`src/rtl/commit_trace_buffer.sv`:
```
// commit_trace_buffer: records retiring instructions whose sequence number lies in [START_SEQ, STOP_SEQ].
// Latency: 1 cycle from the commit edge to out_valid. The output is show-ahead from the read pointer.
// Backpressure: out_valid/out_ready. When full, a new entry is dropped (WRAP_MODE=0) or replaces the oldest (WRAP_MODE=1); either case sets the sticky overflow flag.
//
// Optional feature: define TRACE_REGWB_EN to store and present rd / rd_we / rd_data.
// When it is undefined, out_rd, out_rd_we and out_rd_data are tied to 0.
//
// Ports:
//   clk, reset                 : rising-edge clock; asynchronous active-high reset
//   clear                      : synchronous flush of the entries, pointers, seq_count and overflow
//   commit_*                   : one retiring instruction per cycle when commit_valid=1
//   out_valid/out_ready/out_*  : oldest stored entry and consumer handshake
//   count, overflow, seq_count : occupancy, sticky loss flag, and number of commits seen
module commit_trace_buffer #(
  parameter int unsigned XLEN      = 64,
  parameter int unsigned DEPTH     = 16,
  parameter logic [31:0] START_SEQ = 32'd1,
  parameter logic [31:0] STOP_SEQ  = 32'hFFFF_FFFF,
  parameter bit          WRAP_MODE = 1'b0
) (
  input  logic                     clk,
  input  logic                     reset,
  input  logic                     clear,
  input  logic                     commit_valid,
  input  logic [XLEN-1:0]          commit_pc,
  input  logic [31:0]              commit_instr,
  input  logic [4:0]               commit_rd,
  input  logic                     commit_rd_we,
  input  logic [XLEN-1:0]          commit_rd_data,
  output logic                     out_valid,
  input  logic                     out_ready,
  output logic [31:0]              out_seq,
  output logic [XLEN-1:0]          out_pc,
  output logic [31:0]              out_instr,
  output logic [4:0]               out_rd,
  output logic                     out_rd_we,
  output logic [XLEN-1:0]          out_rd_data,
  output logic [$clog2(DEPTH):0]   count,
  output logic                     overflow,
  output logic [31:0]              seq_count
);

  localparam int unsigned PW = $clog2(DEPTH);
  localparam int unsigned CW = PW + 1;
  localparam logic [31:0] SEQ_MAX = 32'hFFFF_FFFF;

  typedef struct packed {
    logic [31:0]     seq;
    logic [XLEN-1:0] pc;
    logic [31:0]     instr;
  } base_t;

  base_t           base_mem [DEPTH];
  logic [PW-1:0]   wr_ptr;
  logic [PW-1:0]   rd_ptr;

  logic [31:0]     seq_num;
  logic            in_window;
  logic            capture;
  logic            pop;
  logic            full;
  logic            do_write;
  logic            drop;
  logic            evict;
  logic            adv_rd;

  // The sequence number sticks at SEQ_MAX once the counter has saturated.
  assign seq_num   = (seq_count == SEQ_MAX) ? SEQ_MAX : seq_count + 32'd1;
  // The comparison is done at 33 bits so that a STOP_SEQ of all-ones stays an ordinary bound.
  assign in_window = ({1'b0, seq_num} >= {1'b0, START_SEQ}) &&
                     ({1'b0, seq_num} <= {1'b0, STOP_SEQ});
  assign capture   = commit_valid && in_window;

  assign out_valid = (count != '0);
  assign pop       = out_valid && out_ready;
  assign full      = (count == CW'(DEPTH));

  // Full with no pop: WRAP_MODE=0 discards the new entry. WRAP_MODE=1 overwrites the slot at
  // wr_ptr, which equals rd_ptr when the buffer is full. In that case the read pointer is
  // advanced past the lost entry.
  assign drop      = capture && full && !pop && !WRAP_MODE;
  assign evict     = capture && full && !pop &&  WRAP_MODE;
  assign do_write  = capture && !drop;
  assign adv_rd    = pop || evict;

  always_ff @(posedge clk or posedge reset) begin
    if (reset) begin
      wr_ptr    <= '0;
      rd_ptr    <= '0;
      count     <= '0;
      seq_count <= '0;
      overflow  <= 1'b0;
    end else if (clear) begin
      wr_ptr    <= '0;
      rd_ptr    <= '0;
      count     <= '0;
      seq_count <= '0;
      overflow  <= 1'b0;
    end else begin
      if (commit_valid && (seq_count != SEQ_MAX)) begin
        seq_count <= seq_count + 32'd1;
      end
      if (do_write) begin
        wr_ptr <= wr_ptr + 1'b1;
      end
      if (adv_rd) begin
        rd_ptr <= rd_ptr + 1'b1;
      end
      // A write together with a read-side advance (a pop or an eviction) leaves occupancy unchanged.
      if (do_write && !adv_rd) begin
        count <= count + 1'b1;
      end else if (!do_write && adv_rd) begin
        count <= count - 1'b1;
      end
      if (drop || evict) begin
        overflow <= 1'b1;
      end
    end
  end

  // Entry payload storage has no reset. Occupancy alone decides which entries are valid.
  always_ff @(posedge clk) begin
    if (do_write) begin
      base_mem[wr_ptr] <= '{seq: seq_num, pc: commit_pc, instr: commit_instr};
    end
  end

  assign out_seq   = base_mem[rd_ptr].seq;
  assign out_pc    = base_mem[rd_ptr].pc;
  assign out_instr = base_mem[rd_ptr].instr;

`ifdef TRACE_REGWB_EN
  typedef struct packed {
    logic [4:0]      rd;
    logic            we;
    logic [XLEN-1:0] data;
  } regwb_t;

  regwb_t regwb_mem [DEPTH];

  // Data is stored as zero for instructions that do not write rd.
  always_ff @(posedge clk) begin
    if (do_write) begin
      regwb_mem[wr_ptr] <= '{rd:   commit_rd,
                             we:   commit_rd_we,
                             data: commit_rd_we ? commit_rd_data : '0};
    end
  end

  assign out_rd      = regwb_mem[rd_ptr].rd;
  assign out_rd_we   = regwb_mem[rd_ptr].we;
  assign out_rd_data = regwb_mem[rd_ptr].data;
`else
  logic unused_regwb;
  assign unused_regwb = ^{commit_rd, commit_rd_we, commit_rd_data};

  assign out_rd      = '0;
  assign out_rd_we   = 1'b0;
  assign out_rd_data = '0;
`endif

endmodule

```
`config.mk`:
```
export PLATFORM = sky130hd
export DESIGN_NAME = commit_trace_buffer
export DESIGN_NICKNAME = d
export VERILOG_FILES = /design/src/rtl/commit_trace_buffer.sv
export SDC_FILE = /design/constraint.sdc
export NUM_CORES = 2
export LEC_CHECK = 0
export CAP_MARGIN = 10
export CORE_MARGIN = 2
export CORE_UTILIZATION = 60
export DETAILED_ROUTE_END_ITERATION = 10
export MAX_ROUTING_LAYER = met4
export PLACE_DENSITY = 0.92
export SLEW_MARGIN = 40
export SYNTH_ARGS = -nofsm -noshare
export SYNTH_HDL_FRONTEND = slang
export SYNTH_SLANG_ARGS = --single-unit
```
`constraint.sdc`:
```
create_clock -name clk -period 20.2 [get_ports clk]
set_input_delay 4.04 -clock clk [delete_from_list [all_inputs] [get_ports clk]]
set_output_delay 4.04 -clock clk [all_outputs]
set_load 0.02 [all_outputs]
```
# Word-level counts from Yosys, hierarchy flattened
# Memories as Yosys holds them, arrays and structs flattened.
# Cells that the tools add are included.
classes:
  n_addsub: 5
  order_cmp: 1
  eq_ne: 3
  mux: 14
  reduce_logical: 17
op_table:
  columns: ["operator", "count"]
  rows:
  - ["$mux W32", 3]
  - ["$add A32 B1 Y32 const B", 1]
  - ["$eq A32 B32 Y1 const B", 1]
  - ["$ge A32 B1 Y1 const B", 1]
  - ["$ne A32 B32 Y1 const B", 1]
  - ["$mux W4", 4]
  - ["$mux W5", 3]
  - ["$add A4 B1 Y4 const B", 2]
  - ["$logic_and A1 B1 Y1", 8]
  - ["$reduce_bool A2 Y1", 4]
  - ["$add A5 B1 Y5 const B", 1]
  - ["$eq A5 B5 Y1 const B", 1]
  - ["$reduce_bool A5 Y1", 1]
  - ["$sub A5 B1 Y5 const B", 1]
  - ["$mux W1", 4]
  - ["$logic_not A1 Y1", 3]
  - ["$reduce_bool A3 Y1", 1]
totals:
  reg_bits: 46
  ramBits: 2048
  word_cells: 46
  mem_count: 1
mem_list:
  columns: ["name", "depth", "width", "rd", "rd_clocked_by_memory_dff", "wr", "line", "source"]
  rows:
  - ["base_mem", 16, 128, 1, 0, 1, "53", "base_t base_mem [DEPTH];"]

# Logic depth before layout (Yosys ltp)
depth:
  word_depth: 13
  mapped_depth: 16
  depth_no_buf: 14

# Least setup slack after synthesis
# No wires, ideal clock.
synth_path:
  path_type: "in2reg"
  from: "in out_ready"
  to: "mem base_mem[0][0] (netlist name), enable pin"
  setup_time_ps: 928
  t_arrival_ps: 16638
  t_required_ps: 19272
  slack_ps: 2634
  cell_stages: 4
  path_cell_list: "and3b_1 -> or2_1 -> buf_2 -> nor4_1"
synth_via:
  elab_chain_len: 7
synth_lines:
  columns: ["item", "line", "source"]
  rows:
  - ["start, declared", "31", "input logic out_ready,"]
  - ["$logic_and A1 B1 Y1", "75", "assign pop = out_valid && out_ready;"]
  - ["$logic_not A1 Y1", "81", "assign drop = capture && full && !pop && !WRAP_MODE;"]
  - ["$logic_and A1 B1 Y1", null, null]
  - ["$logic_not A1 Y1", "83", "assign do_write = capture && !drop;"]
  - ["$logic_and A1 B1 Y1", "83", null]
  - ["$mux W1", "123", "if (do_write) begin"]
  - ["$mux W1 (not written as such)", "124", "base_mem[wr_ptr] <= '{seq: seq_num, pc: commit_pc, instr: commit_instr};"]
  - ["end, declared", "53", null]
# Every way passes these cells.

# Worst setup path after layout
layout_path:
  from: "reg rd_ptr[1]"
  to: "out out_pc[13]"
layout_via:
  elab_chain_len: 1
layout_lines:
  columns: ["item", "line", "source"]
  rows:
  - ["start, declared", "55", "logic [PW-1:0] rd_ptr;"]
  - ["start signal, assigned", "107", "rd_ptr <= rd_ptr + 1'b1;"]
  - ["$mem_v2 Z16 W128", null, null]
  - ["end, declared", "33", "output logic [XLEN-1:0] out_pc,"]
# Every way passes these cells.

==> metrics <==
I/O pins=408; core footprint=0.134 mm²; Mapped Area=around 0.08 mm²; fin crit period=9.63 ns; Wirelength per Cell=36.5 µm; DR iter-0 viols=6,332; total negative setup slack=0 ns; Clock Latency Late Sink=0.84 ns; Yosys top cell area share=0.761; CP Class=register to primary output; gpl congestion=0.823; Num CTS Buffers=about 200; Post-Syn Area per Cell=23.9 µm²; final-report setup violation count=0; max-slew violations=0; top-count cell post-synth=edfxtp_1; first-pass GRT wire length=296,000 µm; power per cell area=about 120 mW/mm²; area of the multi-input gates=0.0172 mm²; IO buf count=267; max cap viols=0; combinational share of power=0.206; Worst path top cell family by delay=buffers and inverters; # Post-CTS Setup Buffers=0; Global Route Usage Sum=0.318; crit path max fanout=74; Buf/Inv on CP=4; vias in the first global route=~41,000; CTS clk-pin slew, worst paths=approximately 0.06 ns; hold_buf cts=0; Post-DP HPWL=102,000 µm; clk root buf=clkbuf_16; first drt pass iteration count=5; part of the power in registers=0.456; Crit. End Element=primary output; leak pwr=28.5 nW; top cells by count, synth=edfxtp_1, mux4_2, clkbuf_1; Post-synth EDFFs=2,048; Tcrit/Tclk final=0.477; Most used DFF post-synth=edfxtp_1; Min-Delay Path Class=register to register; async set-or-reset flop fraction in the synthesized netlist=0.0220; CTS tree=yes; final net count=roughly 4,000; critical path arrival=5.59 ns; final WL=~210,000 µm; Crit-path slowest cell=dfrtp_4; chip width=371 µm; VDD IR max=roughly 0.072 mV; clock sink total=2,094; utilization after layout=0.690; CTS max path bufs=3; worst slew pin tran=0.883 ns; Sw Ratio=0.256; Clk pwr share=0.338; Final Hold Fails=0; Vias=about 40,000; Die Ht=371 µm; R2R Setup Slk=between 10 and 15 ns; Area Growth Syn to Fin=14.1%; row count=134; area leader, netlist=edfxtp_1; Seq/Total Area, Yosys=0.776; status=finished, final reports clean; RSZ-0062 raised after global routing=no; Yosys reg bits=approximately 2,100; dominant cells by area after synthesis=edfxtp_1, mux4_2, dfrtp_1, buf_4, clkbuf_1; Startpoint Class=register; CP required=16.16 ns; Peak Freq=0.104 GHz; Setup Skew=0.0395 ns; P_int=7.97 mW; CP max stage delay=slightly below 0.9 ns; # fillers=~7,300; Reg area=roughly 0.063 mm²; critical-path cell list=buf_6, buf_6, buf_4, mux4_2, mux4_2, clkdlybuf4s50_1; Distinct cells, synth=65; initial antenna violation count=20; GRT Residual Overflow=0; largest net degree at the start of global routing=94; Gate Count Post-Synth=3,382; layout cell share with drive strength beyond 1=0.263; Synth Warn #=0; # DRC=0; Starting Density=0.605; P_sw=2.75 mW; routed vias/inst=6.88; PostCTS Resize Cnt=0; max_slew headroom=0.411; H-tree depth=4; total die area=0.138 mm²; final antenna-violating net count=0
==> stage by stage <==
step / setup WS, ns / hold slack (ns) / area, µm² / cells / total power, mW
after floorplan: 2.63 / 0.553 / 81000 / 3451 / 6.44
after global placement: 10.81 / 0.500 / 85300 / 5286 / 7.02
after detailed placement: 10.90 / 0.509 / 85900 / 5305 / 7.14
after CTS: 9.87 / 0.528 / 92000 / 5658 / 10.8
after global routing: 10.22 / 0.574 / 92100 / 5681 / 11.0
final: 10.57 / 0.526 / 92100 / 5682 / 10.7
==> worst reg2reg max path, delay by kind of cell, from the launching register on <==
kind / cells / cell delay (ns)
AO/OA/AOI/OAI: 2 / 0.26
adder cells (fa/ha/maj): 1 / 0.33
buffers and inverters: 4 / 2.11
flip-flops: 1 / 0.60
AND/OR/NAND/NOR: 7 / 2.56
==> cells in the final DEF (no fill, tap or decap), types with 42 or more instances in the layout <==
cell type	instances
clkbuf_1	42
nand2_1	53
edfxtp_1	2048
nor2_1	47
mux4_2	635
conb_1	70
clkbuf_16	197
clkinv_1	46
dfrtp_1	42
clkdlybuf4s50_1	267
==> layer usage <==
metal  vias to the layer above  GRT usage  share of wire
li1                      15038          -              -
met3                       503     0.0775           0.11
met1                     20511      0.399           0.34
met2                      3063      0.507           0.51
met5                         -          -              0
met4                         0      0.123          0.038
==> layout make-up <==
class / instances / area share
Tap cell: 1768 / 0.0240
Multi-Input combinational cell: 1089 / 0.186
Clock buffer: 241 / 0.0555
Antenna cell: 21 / 0.000570
Sequential cell: 2094 / 0.680
Inverter: 10 / 0.000434
Clock inverter: 112 / 0.0114
Timing Repair Buffer: 347 / 0.0417
==> sequential cells by signal (all words and copies together), names as in the netlist <==
name,count
base_mem,2048
seq_count,32
count,5
rd_ptr,4
wr_ptr,4
overflow,1
==> cell families after synthesis <==
logic type / Yosys count / synth area share
buffers and inverters: 268 / 0.0165
DFF: 2094 / 0.776
AOI/OAI and AO/OA: 65 / 0.00508
and+or+nand+nor: 238 / 0.0161
other: 1 / 0.0000464
xor gates and xnor gates: 57 / 0.00618
muxes: 648 / 0.179
adders and majority gates: 11 / 0.00180
==> worst paths after layout <==
| path | from | endpoint | cells after the start |
|---|---|---|---|
| hold / removal | overflow | overflow | 2 |
| hold reg to reg | overflow | overflow | 2 |
| setup / recovery | rd_ptr[1] | out_pc[13] | 6 |
| min in group asynchronous | reset | seq_count[11] | 2 |
| setup reg to reg | seq_count[0] | base_mem[8][31] | 14 |
| max in group asynchronous | reset | rd_ptr[0] | 2 |
==> power groups by stage <==
stage	Sequential, mW	Clock [mW]	Combinational, mW
2_1_floorplan	4.98	0	1.46
3_3_place_gp	4.98	0	2.04
3_5_place_dp	4.99	0	2.15
4_1_cts	4.90	3.65	2.20
5_1_grt	4.90	3.80	2.31
6_report	4.89	3.63	2.21
Note: power is estimated with default switching activity, not from simulation.
